$ cat src/rtl/uart_rx_fifo_if.sv
// CPU-side read path of the UART receiver: head byte, occupancy and sticky status,
// plus the pop / clear-error strobes driven by the bus decoder.
interface uart_rx_fifo_if #(
  parameter int FIFO_DEPTH_LOG2 = 3
);
  logic                     i_pop;
  logic                     i_clr_err;
  logic [7:0]               o_data;
  logic                     o_valid;
  logic [FIFO_DEPTH_LOG2:0] o_count;
  logic                     o_overrun;
  logic                     o_frame_err;
  logic                     o_busy;

  modport master (
    output i_pop, i_clr_err,
    input  o_data, o_valid, o_count, o_overrun, o_frame_err, o_busy
  );

  modport slave (
    input  i_pop, i_clr_err,
    output o_data, o_valid, o_count, o_overrun, o_frame_err, o_busy
  );
endinterface

$ cat src/rtl/uart_rx_fifo.sv
// 8N1 UART receiver (LSB first, idle-high) feeding a small show-ahead FIFO
// that the CPU drains through the UART window.
//
// state   | meaning
// --------+-----------------------------------------------------------
// S_IDLE  | line idle, waiting for a falling edge on rx_s
// S_START | half-bit wait, then re-check start bit (high = glitch)
// S_DATA  | eight full-bit waits, each samples one data bit, LSB first
// S_STOP  | full-bit wait, then sample stop bit; high pushes the byte
// S_BREAK | stop bit was low; hold until the line returns high
module uart_rx_fifo #(
  parameter int CLKS_PER_BIT    = 434,
  parameter int FIFO_DEPTH_LOG2 = 3
) (
  input  logic             i_clk_50mhz,
  input  logic             i_reset_n,
  input  logic             i_rx,
  uart_rx_fifo_if.slave    bus
);

  localparam int          DEPTH   = 1 << FIFO_DEPTH_LOG2;
  localparam logic [15:0] HALF_TC = 16'(CLKS_PER_BIT / 2 - 1);
  localparam logic [15:0] BIT_TC  = 16'(CLKS_PER_BIT - 1);

  typedef enum logic [2:0] {
    S_IDLE,
    S_START,
    S_DATA,
    S_STOP,
    S_BREAK
  } state_t;

  state_t      state;
  logic [15:0] clk_cnt;
  logic [2:0]  bit_idx;
  logic [7:0]  shift;
  logic        busy;
  logic        frame_err;
  logic        rx_m;
  logic        rx_s;

  logic [7:0]               mem [DEPTH];
  logic [FIFO_DEPTH_LOG2:0] wr_ptr;
  logic [FIFO_DEPTH_LOG2:0] rd_ptr;
  logic [FIFO_DEPTH_LOG2:0] count;
  logic                     overrun;

  logic push_req;
  logic pop_req;
  logic do_push;
  logic full;
  logic empty;
  logic tc;

  // i_rx is asynchronous; only rx_s may be used for decisions.
  always_ff @(posedge i_clk_50mhz or negedge i_reset_n) begin
    if (!i_reset_n) begin
      rx_m <= 1'b1;
      rx_s <= 1'b1;
    end else begin
      rx_m <= i_rx;
      rx_s <= rx_m;
    end
  end

  assign tc       = (clk_cnt == 16'd0);
  assign push_req = (state == S_STOP) && tc && rx_s;

  always_ff @(posedge i_clk_50mhz or negedge i_reset_n) begin
    if (!i_reset_n) begin
      state     <= S_IDLE;
      clk_cnt   <= 16'd0;
      bit_idx   <= 3'd0;
      shift     <= 8'h00;
      busy      <= 1'b0;
      frame_err <= 1'b0;
    end else begin
      if (bus.i_clr_err) begin
        frame_err <= 1'b0;
      end
      case (state)
        S_IDLE: begin
          busy <= 1'b0;
          if (!rx_s) begin
            clk_cnt <= HALF_TC;
            state   <= S_START;
            busy    <= 1'b1;
          end
        end
        S_START: begin
          if (tc) begin
            if (!rx_s) begin
              clk_cnt <= BIT_TC;
              bit_idx <= 3'd0;
              state   <= S_DATA;
            end else begin
              state <= S_IDLE;
              busy  <= 1'b0;
            end
          end else begin
            clk_cnt <= clk_cnt - 16'd1;
          end
        end
        S_DATA: begin
          if (tc) begin
            shift[bit_idx] <= rx_s;
            clk_cnt        <= BIT_TC;
            if (bit_idx == 3'd7) begin
              state <= S_STOP;
            end else begin
              bit_idx <= bit_idx + 3'd1;
            end
          end else begin
            clk_cnt <= clk_cnt - 16'd1;
          end
        end
        S_STOP: begin
          if (tc) begin
            if (rx_s) begin
              state <= S_IDLE;
              busy  <= 1'b0;
            end else begin
              // Set after the clear above so a same-edge set wins.
              frame_err <= 1'b1;
              state     <= S_BREAK;
            end
          end else begin
            clk_cnt <= clk_cnt - 16'd1;
          end
        end
        S_BREAK: begin
          if (rx_s) begin
            state <= S_IDLE;
            busy  <= 1'b0;
          end
        end
        default: begin
          state <= S_IDLE;
          busy  <= 1'b0;
        end
      endcase
    end
  end

  assign empty   = (wr_ptr == rd_ptr);
  assign full    = (wr_ptr[FIFO_DEPTH_LOG2] != rd_ptr[FIFO_DEPTH_LOG2]) &&
                   (wr_ptr[FIFO_DEPTH_LOG2-1:0] == rd_ptr[FIFO_DEPTH_LOG2-1:0]);
  assign pop_req = bus.i_pop && !empty;
  // A pop on the same edge frees the slot the incoming byte needs.
  assign do_push = push_req && (!full || pop_req);

  always_ff @(posedge i_clk_50mhz) begin
    if (do_push) begin
      mem[wr_ptr[FIFO_DEPTH_LOG2-1:0]] <= shift;
    end
  end

  always_ff @(posedge i_clk_50mhz or negedge i_reset_n) begin
    if (!i_reset_n) begin
      wr_ptr  <= '0;
      rd_ptr  <= '0;
      count   <= '0;
      overrun <= 1'b0;
    end else begin
      if (do_push) begin
        wr_ptr <= wr_ptr + 1'b1;
      end
      if (pop_req) begin
        rd_ptr <= rd_ptr + 1'b1;
      end
      case ({do_push, pop_req})
        2'b10:   count <= count + 1'b1;
        2'b01:   count <= count - 1'b1;
        default: count <= count;
      endcase
      if (push_req && full && !pop_req) begin
        overrun <= 1'b1;
      end else if (bus.i_clr_err) begin
        overrun <= 1'b0;
      end
    end
  end

  assign bus.o_data      = empty ? 8'h00 : mem[rd_ptr[FIFO_DEPTH_LOG2-1:0]];
  assign bus.o_valid     = !empty;
  assign bus.o_count     = count;
  assign bus.o_overrun   = overrun;
  assign bus.o_frame_err = frame_err;
  assign bus.o_busy      = busy;

endmodule

$ cat src/flat_wrapper.sv
// flat-port wrapper written by rule: the top's interface ports become plain ports
module uart_rx_fifo_flat 
#(
  parameter int CLKS_PER_BIT    = 434,
  parameter int FIFO_DEPTH_LOG2 = 3
)
  (i_clk_50mhz, i_reset_n, i_rx, bus_i_pop, bus_i_clr_err, bus_o_data, bus_o_valid, bus_o_count, bus_o_overrun, bus_o_frame_err, bus_o_busy);
  uart_rx_fifo_if #(.FIFO_DEPTH_LOG2(FIFO_DEPTH_LOG2)) bus_i ();
  input  logic i_clk_50mhz;
  input  logic i_reset_n;
  input  logic i_rx;
  input wire logic [$bits(bus_i.i_pop)-1:0] bus_i_pop;
  input wire logic [$bits(bus_i.i_clr_err)-1:0] bus_i_clr_err;
  output wire logic [$bits(bus_i.o_data)-1:0] bus_o_data;
  output wire logic [$bits(bus_i.o_valid)-1:0] bus_o_valid;
  output wire logic [$bits(bus_i.o_count)-1:0] bus_o_count;
  output wire logic [$bits(bus_i.o_overrun)-1:0] bus_o_overrun;
  output wire logic [$bits(bus_i.o_frame_err)-1:0] bus_o_frame_err;
  output wire logic [$bits(bus_i.o_busy)-1:0] bus_o_busy;
  assign bus_i.i_pop = bus_i_pop;
  assign bus_i.i_clr_err = bus_i_clr_err;
  assign bus_o_data = bus_i.o_data;
  assign bus_o_valid = bus_i.o_valid;
  assign bus_o_count = bus_i.o_count;
  assign bus_o_overrun = bus_i.o_overrun;
  assign bus_o_frame_err = bus_i.o_frame_err;
  assign bus_o_busy = bus_i.o_busy;
  uart_rx_fifo #(.CLKS_PER_BIT(CLKS_PER_BIT), .FIFO_DEPTH_LOG2(FIFO_DEPTH_LOG2)) u_core (.i_clk_50mhz(i_clk_50mhz), .i_reset_n(i_reset_n), .i_rx(i_rx), .bus(bus_i));
endmodule
$ cat config.mk
export PLATFORM = sky130hd
export DESIGN_NAME = uart_rx_fifo_flat
export DESIGN_NICKNAME = d
export VERILOG_FILES = /design/src/rtl/uart_rx_fifo_if.sv /design/src/rtl/uart_rx_fifo.sv /design/src/flat_wrapper.sv
export SDC_FILE = /design/constraint.sdc
export NUM_CORES = 1
export LEC_CHECK = 0
export BUFFER_PORTS_ARGS = -buffer_cell sky130_fd_sc_hd__buf_2
export CAP_MARGIN = 10
export CORE_UTILIZATION = 55
export DETAILED_ROUTE_END_ITERATION = 8
export PLACE_DENSITY_LB_ADDON = 0.25
export SETUP_SLACK_MARGIN = 0.2
export SKIP_CTS_REPAIR_TIMING = 1
export SYNTH_ARGS = -nofsm -noshare
export SYNTH_HDL_FRONTEND = slang
export SYNTH_SLANG_ARGS = --single-unit
$ cat constraint.sdc
create_clock -name i_clk_50mhz -period 2.75 [get_ports i_clk_50mhz]
set_clock_uncertainty 0.1 [all_clocks]
set_input_delay 0.55 -clock i_clk_50mhz [delete_from_list [all_inputs] [get_ports i_clk_50mhz]]
set_output_delay 0.55 -clock i_clk_50mhz [all_outputs]
set_load 0.01 [all_outputs]
# --- Word level (Yosys, flattened, before mapping) ---
# Memory sizes are Yosys's and may differ from the RTL's.
# Index checks and enable logic that the tools add are counted.
totals:
  register_bits: 47
  latch_bits: 0
  ram_bits: 64
  romBits: 0
  inputBits: 5
  out_inout_bits: 16
  wordCells: 104
  mem_count: 1
memory_table:
  columns: ["name", "words", "width", "rd", "rd_ports_with_merged_regs", "write_ports", "line", "source"]
  rows:
  - ["u_core.mem", 8, 8, 1, 0, 1, "uart_rx_fifo.sv:42", "logic [7:0] mem [DEPTH];"]
classes:
  n_addsub: 6
  multipliers: 0
  div_mod_pow: 0
  n_lt_le_gt_ge: 2
  eq_ne: 21
  shift: 0
  mux: 37
  bitwise: 1
  reduce_logical: 24
op_table:
  columns: ["operator", "count"]
  rows:
  - ["16-bit 2-to-1 mux", 5]
  - ["16-bit case mux with 4 select lines", 1]
  - ["3-bit 2-to-1 mux", 11]
  - ["16-bit zero test", 1]
  - ["16-bit by 1-bit subtractor with 16-bit output (second input constant)", 1]
  - ["3-bit case mux with 5 select lines", 1]
  - ["4-bit by 1-bit adder with 4-bit output (second input constant)", 3]
  - ["1-bit 2-to-1 mux", 12]
  - ["2-bit by 1-bit != test with 1-bit output (second input constant)", 6]
  - ["8-bit bitwise mux", 1]
  - ["1-bit logical AND", 8]
  - ["8-bit 2-to-1 mux", 1]
  - ["2-bit != test (second input constant)", 4]
  - ["4-bit case mux with 2 select lines", 1]
  - ["3-bit by 2-bit equality test with 1-bit output (second input constant)", 2]
  - ["3-bit equality test (second input constant)", 2]
  - ["3-bit case mux with 2 select lines", 1]
  - ["6-bit AND reduction", 1]
  - ["2-bit nonzero test", 3]
  - ["5-bit AND reduction", 1]
  - ["4-bit equality test", 1]
  - ["3-bit by 4-bit less-than comparator with 1-bit output (second input constant)", 1]
  - ["1-bit case mux with 4 select lines", 1]
  - ["2-bit AND reduction", 2]
  - ["18 further kinds", 20]

# --- Depth between registers and ports, before layout ---
# Gate-level depths: netlist (run 1).
depth:
  depth_word: 7
  depth_mapped: 11
  ltp_nobuf: 10

# --- Worst setup path after synthesis (run 1) ---
# OpenSTA, ideal clock, no wires.
synth_timing:
  path_kind: "reg-to-reg"
  from: "register u_core.clk_cnt[0]"
  to: "memory u_core.mem[0][0], enable pin"
  setup_ns: 0.383
  arrival_time_ns: 2.308
  t_required_ns: 2.267
  slack_ns: -0.041
  path_stages_with_launch: 8
  n_path_buf: 0
  synth_period_minus_slack_ns: 2.791
  cell_sequence: "dfrtp_1 -> inv_1 -> ha_1 -> nor4b_1 -> nand4_1 -> a2111oi_2 -> nand2b_1 -> nor3_1"
synth_between:
  elab_chain_cells: 6
synth_lines:
  columns: ["item", "line", "source"]
  rows:
  - ["from (decl)", "uart_rx_fifo.sv:34", "logic [15:0] clk_cnt;"]
  - ["from (signal assigned)", "uart_rx_fifo.sv:101", "clk_cnt <= clk_cnt - 16'd1;"]
  - ["from (signal assigned)", "uart_rx_fifo.sv:114", "clk_cnt <= clk_cnt - 16'd1;"]
  - ["from (signal assigned)", "uart_rx_fifo.sv:128", "clk_cnt <= clk_cnt - 16'd1;"]
  - ["16-bit zero test", "uart_rx_fifo.sv:66", "assign tc = (clk_cnt == 16'd0);"]
  - ["1-bit logical AND (2 in series)", "uart_rx_fifo.sv:67", "assign push_req = (state == S_STOP) && tc && rx_s;"]
  - ["1-bit logical AND", "uart_rx_fifo.sv:150", "assign do_push = push_req && (!full || pop_req);"]
  - ["1-bit 2-to-1 mux", "uart_rx_fifo.sv:153", "if (do_push) begin"]
  - ["1-bit 2-to-1 mux (not written as such)", "uart_rx_fifo.sv:154", "mem[wr_ptr[FIFO_DEPTH_LOG2-1:0]] <= shift;"]
  - ["to (decl)", "uart_rx_fifo.sv:42", null]
# Every way passes these cells.

# --- Worst setup path in the final report (run 1) ---
layout_timing:
  from: "register u_core.rd_ptr[0]"
  to: "output bus_o_data[7]"
layout_between:
  elab_chain_cells: 2
  word_cells_on_any_way: 3
  cone_classes: "1 x eq/ne; 1 x mux; 1 x memory"
layout_lines:
  columns: ["item", "line", "source"]
  rows:
  - ["from (decl)", "uart_rx_fifo.sv:44", "logic [FIFO_DEPTH_LOG2:0] rd_ptr;"]
  - ["from (signal assigned)", "uart_rx_fifo.sv:169", "rd_ptr <= rd_ptr + 1'b1;"]
  - ["memory 8 x 8 bit / 4-bit equality test (equally long branches)", null, null]
  - ["8-bit 2-to-1 mux (*)", "uart_rx_fifo.sv:184", "assign bus.o_data = empty ? 8'h00 : mem[rd_ptr[FIFO_DEPTH_LOG2-1:0]];"]
  - ["to (decl)", "flat_wrapper.sv:14", "output wire logic [$bits(bus_i.o_data)-1:0] bus_o_data;"]
# Every way passes the cells marked *; elsewhere a longest branch is shown, timed or not.

==> results of run 1 <==
-- registers in the layout, indices dropped and copies added (netlist names), 3 cells and up --
register            count
u_core.bit_idx          3
u_core.shift            8
u_core.wr_ptr           4
u_core.bus.o_count      4
u_core.clk_cnt         16
u_core.mem             64
u_core.rd_ptr           4
u_core.state            3
-- cell usage after synthesis (6+ instances only) --
library cell / number / area share (%)
edfxtp_1: 64 / 37
dfrtp_1: 45 / 22
nor2_1: 29 / 2.1
a21oi_1: 18 / 1.7
mux4_2: 16 / 6.9
nand2_1: 16 / 1.2
clkbuf_1: 11 / 0.80
mux2_2: 11 / 2.4
inv_1: 10 / 0.72
nand3_1: 9 / 0.87
o21ai_0: 9 / 0.87
mux2i_1: 8 / 1.5
or3_1: 8 / 0.96
ha_1: 7 / 1.7
nor3_1: 7 / 0.68
xnor2_1: 7 / 1.2
buf_2: 6 / 0.58
nand2b_1: 6 / 0.72
xor2_1: 6 / 1.0
-- path summary, 6_finish.rpt --
kind / startpoint / cells past startpoint / end
setup / recovery: u_core.rd_ptr[0] / 5 / bus_o_data[7]
hold / removal: i_reset_n / 1 / u_core.rd_ptr[1]
setup reg to reg: u_core.rd_ptr[0] / 6 / u_core.mem[0][2]
hold reg to reg: u_core.rx_m / 0 / u_core.rx_s
max in group asynchronous: i_reset_n / 2 / u_core.rx_m
min in group i_clk_50mhz: i_rx / 1 / u_core.rx_m
-- routing by layer --
layer	GRT usage [%]	share of wire [%]
met1	28.84	42
met2	39.11	53
met3	4.216	3.6
met4	6.335	1.0
met5	0	0
-- report_power, final --
part	total, mW	leakage [nW]	internal [mW]	switching, mW
Combinational	0.976	0.983	0.473	0.503
Sequential	1.90	1.19	1.81	0.0831
Clock	0.878	0.0793	0.335	0.543
-- worst max-delay path, stage by stage, from the launching register on --
cell	delay, ps
dfrtp_2	470
buf_12	160
mux4_2	520
mux2i_1	180
nor2_1	60
buf_2	130
-- placed cells by master, fill, tap and decap left out, types with 7 or more instances in the layout --
| cell type | netlist | layout |
|---|---|---|
| a21oi_1 | 18 | 17 |
| buf_2 | 6 | 20 |
| buf_4 | 1 | 32 |
| clkbuf_8 | 0 | 9 |
| dfrtp_1 | 45 | 43 |
| edfxtp_1 | 64 | 64 |
| ha_1 | 7 | 7 |
| inv_1 | 10 | 9 |
| mux2_2 | 11 | 11 |
| mux2i_1 | 8 | 8 |
| mux4_2 | 16 | 16 |
| nand2_1 | 16 | 16 |
| nand3_1 | 9 | 9 |
| nor2_1 | 29 | 29 |
| o21ai_0 | 9 | 9 |
| or3_1 | 8 | 8 |
| xnor2_1 | 7 | 7 |
-- cells by family (layout without fill, tap and decap cells) --
family / count (synthesis) / after routing / synth area share (%)
compound gates: 65 / 65 / 9.407
xor+xnor: 13 / 13 / 2.195
fa+ha+maj: 8 / 8 / 1.881
buf+inv: 28 / 82 / 2.243
flops: 111 / 111 / 59.77
mux: 36 / 36 / 11.10
simple gates: 115 / 115 / 13.41
-- stage by stage --
step	setup WS, ps	utilization [%]
2_1_floorplan	169.4	-
3_3_place_gp	199.7	60.76
3_5_place_dp	53.29	60.76
4_1_cts	25.83	62.64
5_1_grt	125.8	64.12
6_report	214.8	64.12
-- cell type report --
type,count,share of cell area [%]
Multi-Input combinational cell,237,34.39
Inverter,10,0.6365
Clock inverter,6,0.7638
Sequential cell,111,52.62
Clock buffer,10,2.164
Timing Repair Buffer,56,7.066
Tap cell,111,2.355
==> summary.md, run 1 <==
| Metric | Value |
|---|---|
| Status | finished clean |
| Gpl congestion | 0.8187 |
| PortBufs | 20 |
| Worst-path clk slew | 100 ps |
| DIE AREA | 9824 µm² |
| Critical path data arrival time | 1890 ps |
| Yosys cell types | 65 |
| Final Max Slew Viols | 0 |
| Post-Place Cell Area | 5588 µm² |
| Fmax | 0.3944 GHz |
| Crit path max fanout | 6 |
| Largest net degree at the start of global routing | 26 |
| Max cap viols | 0 |
| Crit path time final | 2535 ps |
| Worst setup SP type | flop |
| Seq/Total Area, Yosys | 59.77% |
| TNS Setup | 0 ps |
| Average wire per standard cell | 19.01 µm |
| H-tree depth | 3 |
| Post-Synthesis Cells | 376 |
| GR Overflow Total | 0 |
| Vias in the first global route | 3227 |
| Core box area | 9196 µm² |
| Setup Crit Path Kind | flop to primary output |
| Final wirelength | 10280 µm |
| Fill count | 664 |
| Overall power | 3.749 mW |
| Die height | 99.12 µm |
| Initial antenna violation count | 0 |
| Total clock sinks | 111 |
| Yosys warnings | 0 |
| CTS Buf Count | 9 |
| Layout cell share with drive strength beyond 1 | 28.84% |
| CP endpoint kind | primary output |
| CTS root buf | clkbuf_8 |
| I/O pins | 21 |
| Number of cell rows | 35 |
| Die W | 99.12 µm |
| Asr flop ratio synth | 42.34% |
| Clock Tree Buf Depth | 2 |
| Post-Layout Cell Count | 541 |
| DP Cell Count | 518 |
| Setup Viol. Count Final | 0 |
| Area Overhead vs Synth | 13.68% |
| Leakage | 2.255 nW |
| RSZ-0062 raised after global routing | yes |
| Slew HR | 61.03% |
| Critical path required time | 2100 ps |
| Vias | 3253 |
| DP HPWL | 7329 µm |
| Mean Syn Cell Area | 13.80 µm² |
| CTS tree | yes |
| Starting Density | 56.41% |
| # DRC | 0 |
| Final Cycle Share | 92.19% |
| First drt pass iteration count | 4 |
| Main synth FF type | edfxtp_1 |
| Worst hold margin | 63.63 ps |
| # diodes | 0 |
| Cell Pwr Density | 635.7 nW/µm² |
| Seq. cell area | 3103 µm² |
| Area of the multi-input gates | 2028 µm² |
| Design area | 5897 µm² |
| ANT nets after route | 0 |
| Syn Std Cell Area | 5187 µm² |
| EDFF count, synth | 64 |
| Final hold violations | 0 |
| Slew @ Worst Pin | 580.0 ps |
| Worst VDD drop | 343.7 µV |
| Gr usage total | 22.38% |
| Via density per instance | 6.013 |
| Register bit total from synthesis | 111 |
| Worst skew pair latency | 370 ps |
| Reg2reg setup slack | 330 ps |
| Synthesized Nets | 388 |
| DR iter-0 viols | 119 |
| First-pass GRT wire length | 16640 µm |
| Nets | 437 |
| Hold Crit Class | primary input to async pin |
(Power assumes the default switching activity.)
==> run 2, diff against run 1 <==
--- a/config.mk
+++ b/config.mk
@@ -5,9 +5,10 @@
 export SDC_FILE = /design/constraint.sdc
 export NUM_CORES = 1
 export LEC_CHECK = 0
+export ABC_AREA = 1
 export BUFFER_PORTS_ARGS = -buffer_cell sky130_fd_sc_hd__buf_2
 export CAP_MARGIN = 10
-export CORE_UTILIZATION = 55
+export CORE_UTILIZATION = 56
 export DETAILED_ROUTE_END_ITERATION = 8
 export PLACE_DENSITY_LB_ADDON = 0.25
 export SETUP_SLACK_MARGIN = 0.2
==> run 2 against run 1 <==
Effect of this change: clock power increased by 18%; maximum frequency increased by 4.0%; largest cell class unchanged; count of clock-buffer cells in the layout decreased by 1; register-to-register slack improved by 40 ps.
==> summary.md, run 2 <==
| Metric | Value |
|---|---|
| Crit path max-delay family | compound AO/OA/AOI/OAI gates |
| First drt pass iteration count | 5 (+1) |
| Area Overhead vs Synth | 11.94% |
| Worst setup SP type | flop |
| Largest net degree at the start of global routing | 48 (+85%) |
| Post-Synthesis Cells | 549 (+46%) |
| H-tree depth | 3 (unchanged) |
| CP endpoint kind | primary output |
| Critical path data arrival time | 1790 ps (-100 ps) |
| Post-Place Cell Area | 5570 µm² (-0.31%) |
| Register bit total from synthesis | 111 (unchanged) |
| Seq/Total Area, Yosys | 58.61% (-1.2 points) |
| DP Cell Count | 678 (+31%) |
| Design area | 5922 µm² (+0.42%) |
| Setup Viol. Count Final | 0 (unchanged) |
| PortBufs | 20 (unchanged) |
| DP HPWL | 7373 µm (+0.60%) |
| # diodes | 0 (unchanged) |
| Final Cycle Share | 88.65% (-3.5 points) |
| Number of cell rows | 35 (unchanged) |
| Worst-path clk slew | 120 ps (+20 ps) |
| Setup Crit Path Kind | flop to primary output |
| Slowest CP cell | dfrtp_2 |
| Die W | 99.20 µm (about the same) |
| Fmax | 0.4102 GHz (+4.0%) |
| Critical path required time | 2100 ps (about the same) |
| Average wire per standard cell | 15.37 µm (-19%) |
| Vias | 3952 (+21%) |
| Mean Syn Cell Area | 9.636 µm² (-30%) |
| DR iter-0 viols | 211 (+77%) |
| First-pass GRT wire length | 17700 µm (+6.4%) |
| Die height | 99.20 µm (about the same) |
| Fill count | 730 (+9.9%) |
| Nets | 598 (+37%) |
| Synthesized Nets | 561 (+45%) |
| Max incr delay on CP | 450 ps (-70 ps) |
| Top post-synthesis cells by count | 96 x nor2_1, 90 x nand2_1, 68 x o21ai_0 |
| ANT nets after route | 0 (unchanged) |
| DIE AREA | 9840 µm² (+0.16%) |
| Yosys warnings | 0 (unchanged) |
| Core box area | 9196 µm² (unchanged) |
| Final hold violations | 0 (unchanged) |
| Clock Tree Buf Depth | 2 (unchanged) |
| Layout cell share with drive strength beyond 1 | 16.75% (-12 points) |
| Buf/Inv on CP | 2 (unchanged) |
| CTS Buf Count | 9 (unchanged) |
| Worst Reg-to-Reg Cells | 11 (+5) |
| EDFF count, synth | 64 (unchanged) |
| CTS root buf | clkbuf_8 |
| Total clock sinks | 111 (unchanged) |
| Top cell type's share of synthesized area | 36.33% (-0.72 points) |
| Max cap viols | 0 (unchanged) |
| I/O pins | 21 (unchanged) |
| Slew @ Worst Pin | 452.6 ps (-127.4 ps) |
| Slew HR | 69.80% (+8.8 points) |
| Worst skew pair latency | 370 ps (about the same) |
| Yosys cell types | 46 (-29%) |
| Commonest non-fill, non-tap cells in the layout | 96 x nor2_1, 90 x nand2_1, 68 x o21ai_0 |
| Leakage | 2.640 nW (+17%) |
| Vias in the first global route | 3702 (+15%) |
| CTS tree | yes |
| Gr usage total | 23.16% (+0.77 points) |
| Worst-path cell chain | buf_12 -> o21ai_0 -> o22ai_1 -> o21ai_0 -> a31oi_1 -> buf_2 |
| Crit path max fanout | 35 (+29) |
| Initial antenna violation count | 0 (unchanged) |
| RSZ-0062 raised after global routing | no |
| Final wirelength | 10790 µm (+4.9%) |
| Starting Density | 57.52% (+1.1 points) |
| # DRC | 0 (unchanged) |
| Worst VDD drop | 374.6 µV (+9.0%) |
| GR Overflow Total | 0 (unchanged) |
| Top cell by count, worst path | o21ai_0 |
| Main synth FF type | edfxtp_1 |
| Crit path time final | 2438 ps (-97.25 ps) |
| Hold Crit Class | primary input to async pin |
| Via density per instance | 5.630 (-6.4%) |
| Leading area contributor after synthesis | edfxtp_1 |
| Syn Std Cell Area | 5290 µm² (+2.0%) |
| Most area-consuming cells after synthesis | edfxtp_1 36%, dfrtp_1 21%, nor2_1 6.8% |
| Most common cell after layout, fill and taps aside | nor2_1 |
| Post-Layout Cell Count | 702 (+30%) |
| Status | finished clean |
| Gpl congestion | 0.8861 (+8.2%) |
| Final Max Slew Viols | 0 (unchanged) |
| Dpl ws | 376.8 ps (+323.5 ps) |
| Asr flop ratio synth | 42.34% (unchanged) |
| Most frequent cell after synthesis | nor2_1 |
| Max reg flops | 64 (unchanged) |
| Setup ws final | 312.0 ps (+97.25 ps) |
| Number of cells on the critical path | 6 (+1) |
| Cell Pwr Density | 735.9 nW/µm² (+16%) |
run 2: kinds of logic after synthesis:
group           count (synthesis)  synth area share [%]
simple gates                  249                 21.10
xor+xnor                       17                 2.815
buf+inv                        60                 4.517
flops                         111                 58.61
compound gates                105                 11.31
fa+ha+maj                       7                 1.656
run 2: report_power, final:
group,switching (mW),total (mW),internal (mW)
logic,0.841,1.42,0.580
clock network,0.592,1.04,0.450
registers,0.0835,1.90,1.81
total,1.52,4.36,2.84
run 2: final cells by class:
type,count,area (µm²),share of cell area (%)
Clock buffer,9,123.9,2.092
Clock inverter,7,96.34,1.627
Inverter,46,187.7,3.169
Multi-Input combinational cell,378,1961,33.11
Sequential cell,111,3105,52.44
Tap cell,111,138.9,2.345
Timing Repair Buffer,40,309.0,5.219
run 2: per-layer routing:
metal	track usage (%)	vias to the layer above	routed length (µm)
met3	4.357	16	445
met4	7.692	0	162
met5	0	-	0
met1	31.59	1894	4874
li1	-	1939	-
met2	37.82	103	5306
run 2: path summary, 6_finish.rpt:
path                                  start               endpoint  slack [ps]
max                        u_core.rd_ptr[0]          bus_o_data[7]         310
min reg2reg                     u_core.rx_m            u_core.rx_s         260
max in group asynchronous         i_reset_n            u_core.rx_m        2220
min                               i_reset_n  u_core.bus.o_count[2]          20
min in group i_clk_50mhz               i_rx            u_core.rx_m         170
max reg2reg                u_core.rd_ptr[1]       u_core.mem[7][0]         370
run 2: through the flow:
step | hold slack (ps) | TNS (ps) | utilization, % | total power, mW
finish | 25.00 | 0 | 64.39 | 4.358
global route | 28.20 | 0 | 64.39 | 4.600
CTS | 32.01 | -92.16 | 62.97 | 4.238
detailed placement | 249.8 | 0 | 60.57 | 3.206
global placement | 248.0 | 0 | 60.57 | 3.164
floorplan | 154.4 | 0 | - | 2.825
